[src/rtl/counter_pkg.sv]
// Shared types and next-count arithmetic for the multi-channel up/down counter.
// The arithmetic runs at a fixed maximum width. The caller zero-extends its
// operands and keeps the low N bits of the value.
package counter_pkg;

  typedef enum logic {DIR_DN = 1'b0, DIR_UP = 1'b1} dir_e;
  typedef enum logic {MODE_WRAP = 1'b0, MODE_SAT = 1'b1} mode_e;

  localparam int unsigned CNT_W_MAX = 32;

  typedef logic [CNT_W_MAX-1:0] cnt_t;
  typedef logic [CNT_W_MAX:0]   wide_t;

  typedef struct packed {
    logic evt;
    cnt_t value;
  } next_t;

  // The event is the boundary crossing in the counting direction. The
  // arithmetic is one bit wider than CNT_W_MAX, so a carry out of bit n-1 is
  // always visible.
  function automatic next_t next_count(input cnt_t cur, input cnt_t step,
                                       input int unsigned n, input dir_e dir,
                                       input mode_e mode);
    wide_t one;
    wide_t maxv;
    wide_t sum;
    wide_t diff;
    wide_t value;
    logic  evt;
    next_t r;
    one  = wide_t'(1);
    maxv = (one << n) - one;
    sum  = wide_t'(cur) + wide_t'(step);
    diff = wide_t'(cur) - wide_t'(step);
    if (dir == DIR_UP) begin
      evt   = (sum > maxv);
      value = (mode == MODE_SAT && evt) ? maxv : (sum & maxv);
    end else begin
      evt   = (step > cur);
      value = (mode == MODE_SAT && evt) ? '0 : (diff & maxv);
    end
    r.evt   = evt;
    r.value = value[CNT_W_MAX-1:0];
    return r;
  endfunction

endpackage

[src/rtl/counter_channel.sv]
// One counter channel: the N-bit count register and the ovf/unf event pulses.
// When COUNTER_STICKY_STATUS_EN is defined, the channel also has sticky
// ovf/unf status bits.
module counter_channel
  import counter_pkg::*;
#(
  parameter int unsigned N = 8,
  parameter int unsigned S = 4
) (
  input  logic         i_clk,
  input  logic         i_rstn,
  input  logic         i_clr,
  input  logic         i_en,
  input  logic         i_load,
  input  logic         i_dir,
  input  logic         i_sat,
  input  logic [S-1:0] i_step,
  input  logic [N-1:0] i_data,
`ifdef COUNTER_STICKY_STATUS_EN
  input  logic         i_sts_clr,
  output logic [1:0]   o_sts,
`endif
  output logic [N-1:0] o_result,
  output logic         o_ovf,
  output logic         o_unf
);

  next_t nxt;
  logic  ovf_n;
  logic  unf_n;
  logic  unused_nxt;

  // Next count and the qualified event for this cycle.
  always_comb begin
    nxt   = next_count(cnt_t'(o_result), cnt_t'(i_step), N, dir_e'(i_dir), mode_e'(i_sat));
    ovf_n = 1'b0;
    unf_n = 1'b0;
    if (!i_clr && i_en && !i_load) begin
      ovf_n = i_dir & nxt.evt;
      unf_n = ~i_dir & nxt.evt;
    end
  end

  // The value field is wider than N. Its upper bits are consumed here only.
  assign unused_nxt = ^nxt;

  // Count register. Priority: clear, hold when disabled, load, then count.
  always_ff @(posedge i_clk or negedge i_rstn) begin
    if (!i_rstn) begin
      o_result <= '0;
      o_ovf    <= 1'b0;
      o_unf    <= 1'b0;
    end else begin
      o_ovf <= ovf_n;
      o_unf <= unf_n;
      if (i_clr) begin
        o_result <= '0;
      end else if (i_en) begin
        if (i_load) o_result <= i_data;
        else        o_result <= nxt.value[N-1:0];
      end
    end
  end

`ifdef COUNTER_STICKY_STATUS_EN
  // Sticky status: bit 0 is ovf and bit 1 is unf. A new event wins over a
  // clear in the same cycle. i_clr does not affect these bits.
  always_ff @(posedge i_clk or negedge i_rstn) begin
    if (!i_rstn) begin
      o_sts <= '0;
    end else begin
      if (ovf_n)          o_sts[0] <= 1'b1;
      else if (i_sts_clr) o_sts[0] <= 1'b0;
      if (unf_n)          o_sts[1] <= 1'b1;
      else if (i_sts_clr) o_sts[1] <= 1'b0;
    end
  end
`endif

endmodule

[src/rtl/multi_updown_counter.sv]
// NCH independent N-bit up/down counters with wrap or saturate modes.
// Optional sticky status is enabled by defining COUNTER_STICKY_STATUS_EN.
// This level only slices the packed buses and instantiates one channel each.
module multi_updown_counter
  import counter_pkg::*;
#(
  parameter int unsigned N   = 8,
  parameter int unsigned NCH = 4,
  parameter int unsigned S   = 4
) (
  input  logic             i_clk,
  input  logic             i_rstn,
  input  logic             i_clr,
  input  logic [NCH-1:0]   i_en,
  input  logic [NCH-1:0]   i_load,
  input  logic [NCH-1:0]   i_dir,
  input  logic [NCH-1:0]   i_sat,
  input  logic [NCH*S-1:0] i_step,
  input  logic [NCH*N-1:0] i_data,
`ifdef COUNTER_STICKY_STATUS_EN
  input  logic [NCH-1:0]   i_sts_clr,
  output logic [2*NCH-1:0] o_sts,
`endif
  output logic [NCH*N-1:0] o_result,
  output logic [NCH-1:0]   o_ovf,
  output logic [NCH-1:0]   o_unf
);

  for (genvar k = 0; k < NCH; k++) begin : g_ch
    counter_channel #(
      .N (N),
      .S (S)
    ) u_ch (
      .i_clk     (i_clk),
      .i_rstn    (i_rstn),
      .i_clr     (i_clr),
      .i_en      (i_en[k]),
      .i_load    (i_load[k]),
      .i_dir     (i_dir[k]),
      .i_sat     (i_sat[k]),
      .i_step    (i_step[k*S +: S]),
      .i_data    (i_data[k*N +: N]),
`ifdef COUNTER_STICKY_STATUS_EN
      .i_sts_clr (i_sts_clr[k]),
      .o_sts     (o_sts[2*k +: 2]),
`endif
      .o_result  (o_result[k*N +: N]),
      .o_ovf     (o_ovf[k]),
      .o_unf     (o_unf[k])
    );
  end

endmodule

[config.mk]
export PLATFORM = sky130hd
export DESIGN_NAME = multi_updown_counter
export DESIGN_NICKNAME = d
export VERILOG_FILES = /design/src/rtl/counter_pkg.sv /design/src/rtl/counter_channel.sv /design/src/rtl/multi_updown_counter.sv
export SDC_FILE = /design/constraint.sdc
export NUM_CORES = 1
export LEC_CHECK = 0
export ABC_AREA = 1
export CAP_MARGIN = 20
export CORE_ASPECT_RATIO = 1.5
export CORE_MARGIN = 2
export CORE_UTILIZATION = 40
export DETAILED_ROUTE_END_ITERATION = 12
export PLACE_DENSITY = 0.67
export SETUP_SLACK_MARGIN = 0.3
export SLEW_MARGIN = 20
export SYNTH_ARGS = -nofsm -noshare
export SYNTH_HDL_FRONTEND = slang
export SYNTH_SLANG_ARGS = --single-unit
[constraint.sdc]
create_clock -name i_clk -period 1.9 [get_ports i_clk]
set_input_delay 0.475 -clock i_clk [delete_from_list [all_inputs] [get_ports i_clk]]
set_output_delay 0.475 -clock i_clk [all_outputs]
set_load 0.01 [all_outputs]
==> results.md <==
* Number of vias per cell at 5.04
* Synth Area per Inst at 6.11 um^2
* DR pass1 iterations at 7
* Final hold violations at 0
* Num CTS Buffers at 5
* DIE AREA at 12600 um^2
* Largest net degree at the start of global routing at 41
* Power Density at 532 nW/um^2
* Clock buffer depth at 2
* Final setup fails at 33
* Diodes inserted at 0
* WP data arrival at 2200 ps
* Wire length per cell at 14.5 um
* Clock transition at path regs at 60 ps
* Yosys warns at 0
* H-tree depth at 2
* First-pass GRT wire length at 26500 um
* Slew @ Worst Pin at 672 ps
* Sequential fraction of the synthesis area at 0.213
* Post-Route WL at 16600 um
* Die Ht at 137 um
* Setup ws final at -110 ps
* Status: finished with violations
* Post-synthesis sequential element count at 40
* Worst-case clock skew at 7.35 ps
* Fin. max-slew vios at 0
* Fmax at 0.498 GHz
* Period Utilization, post-route at 1.06
* DRC at 0
* Top cell type's share of synthesized area at 0.228
* Initial core utilization at 0.409
* Most frequent cell after synthesis: nand2_1
* Final instance count without filler cells at 1143
* Placed Cells at 1088
* Synth area leaders: nand2_1 23%, dfrtp_1 21%, ha_1 8.5%
* Startpoint Class: register
* Post-Syn Instances at 768
* Cell area after synthesis at 4690 um^2
* Area of the core at 11500 um^2
* CTS tree: yes
* Placer Congestion at 0.924
* Die span in x at 92.4 um
* Top post-synthesis cells by count: 285 x nand2_1, 94 x nor2_1, 77 x inv_1
* Critical path class: reg2reg
* Std-Cell Rows at 48
* RSZ-0062 raised after global routing: true
* Peak VDD IR at 0.000324 V
* # IOs at 107
* Final Critical Period at 2010 ps
* Vias in the first global route at 5752
* Synth-to-Final Area Change at 59.1%
* I/O Buffers at 106
* Failing checks: setup timing
* Hold Path Class: in2async
* Antenna viol nets, final at 0
* Lkg Pwr at 0.00390 uW
* Share of cells above drive strength 1 at 0.333
* Fillers at 1055
* Via count at 5761
* Crit. End Element: register
* Initial DRC Count at 199
* Sink Count at 40
* Post-DP HPWL at 12400 um
* Ys async rst share at 1.00
* Nets at 1099
* GRT Residual Overflow at 0
* Library cells used by synthesis at 29
* Worst skew pair latency at 290 ps
* Synth Flop Type: dfrtp_1
* Number of synthesized flops with an enable pin at 0
* Sequential cell area at 1020 um^2
* CP required at 2090 ps
* PnR Total Power at 3970 uW
* Number of max-cap violations at 0
* Post-Syn Nets at 875
* Initial antenna violation count at 0
* CTS root buf: clkbuf_16
* Total track usage at 0.262
* Critical-path maximum fanout at 3
* Area leader, netlist: nand2_1
* Multi-input gate area at 3670 um^2
* Worst slew margin at 0.550
-- cells by family after synthesis --
kind of cell    count (synthesis)  synth area share
flops                          40             0.213
xor+xnor                       16            0.0299
compound gates                 48            0.0584
simple gates                  504             0.462
buf+inv                       120             0.117
fa+ha+maj                      40             0.119
-- routing by layer --
metal,part of all wire,vias to the layer above,global-route usage
met5,0,-,0
met4,0.034,0,0.115
met3,0.046,38,0.0325
met2,0.54,191,0.510
met1,0.38,2679,0.278
li1,-,2853,-
-- area by class of cell --
type / count / area share
well taps: 150 / 0.0251
inverters: 94 / 0.0489
flip-flops and latches: 40 / 0.137
repair buffers: 243 / 0.278
multi-input cells: 608 / 0.491
clock buffers: 8 / 0.0196
-- per-stage QoR --
step	cell area, um^2	util	worst slack, ps	setup TNS (ps)	hold slack [ps]
global placement	6510	0.568	-693	-23950	471
detailed placement	6510	0.568	-712	-24880	476
global route	7470	0.651	-256	-6650	187
floorplan	4780	-	-15.2	-43.7	179
CTS	7340	0.640	-98.2	-973	168
finish	7470	0.651	-110	-2330	157
-- where the power goes --
| part | internal (uW) | switching [uW] | total, uW | leakage [uW] |
|---|---|---|---|---|
| Sequential | 916 | 71.2 | 987 | 0.000507 |
| Clock | 525 | 367 | 893 | 0.0000712 |
| Combinational | 990 | 1100 | 2090 | 0.00332 |
-- sequential cells by signal, indices dropped and copies added (netlist names) --
signal and count:
g_ch.u_ch.o_ovf 4, g_ch.u_ch.o_unf 4, g_ch.u_ch.o_result 32
-- what timing repair did --
action / in CTS / in global routing
gates resized for setup: 195 / 30
hold buffers: 0 / 0
gates cloned: 0 / 0
pin swaps: 33 / 18
setup endpoints to repair: 80 / 46
buffers inserted: 42 / 5
-- placed cells by master, fill, tap and decap left out, types with 5 or more instances in the layout --
cell type | synthesis | layout
nand2_1 | 285 | 269
buf_4 | 17 | 127
nor2_1 | 94 | 89
inv_1 | 77 | 52
clkdlybuf4s50_1 | 0 | 51
nand3_1 | 71 | 47
dlygate4sd2_1 | 0 | 39
inv_2 | 15 | 35
nand3_2 | 6 | 25
nand2_2 | 10 | 24
dfrtp_1 | 40 | 21
dfrtp_2 | 0 | 19
xor2_1 | 16 | 16
ha_1 | 32 | 15
o21ai_1 | 7 | 14
a21oi_2 | 5 | 12
ha_4 | 0 | 12
nand4_1 | 11 | 11
buf_6 | 4 | 9
nor3_2 | 7 | 8
nor3_1 | 9 | 8
fa_2 | 0 | 8
nand3_4 | 1 | 6
a21oi_1 | 17 | 6
inv_4 | 0 | 5
o21ai_0 | 13 | 5
ha_2 | 0 | 5
clkbuf_16 | 0 | 5
clkdlybuf4s15_1 | 0 | 5
-- final timing paths --
kind / start / to / slack [ps] / cells past startpoint
setup / recovery: g_ch[1].u_ch.o_result[0] / g_ch[1].u_ch.o_result[2] / -110 / 14
max in group asynchronous: i_rstn / g_ch[0].u_ch.o_result[4] / 1510 / 2
hold / removal: i_rstn / g_ch[3].u_ch.o_result[0] / 160 / 2
min in group i_clk: g_ch[1].u_ch.o_result[5] / g_ch[1].u_ch.o_result[5] / 560 / 2
setup reg to reg: g_ch[1].u_ch.o_result[0] / g_ch[1].u_ch.o_result[2] / -110 / 14
hold reg to reg: g_ch[1].u_ch.o_result[5] / g_ch[1].u_ch.o_result[5] / 560 / 2
-- worst max-delay path, cell delays in order, from the launching register on --
cell     delay [ps]
dfrtp_2         430
inv_2            70
ha_4            120
inv_2            40
fa_2            330
nand2_1          70
nand2_1          60
nand2_2          70
nand2_2          70
inv_4            70
nand4_1         220
o21ai_1         170
o21ai_1          70
nand2_1          70
nand2_1          50
No activity file was read; power rests on OpenSTA's default activity.
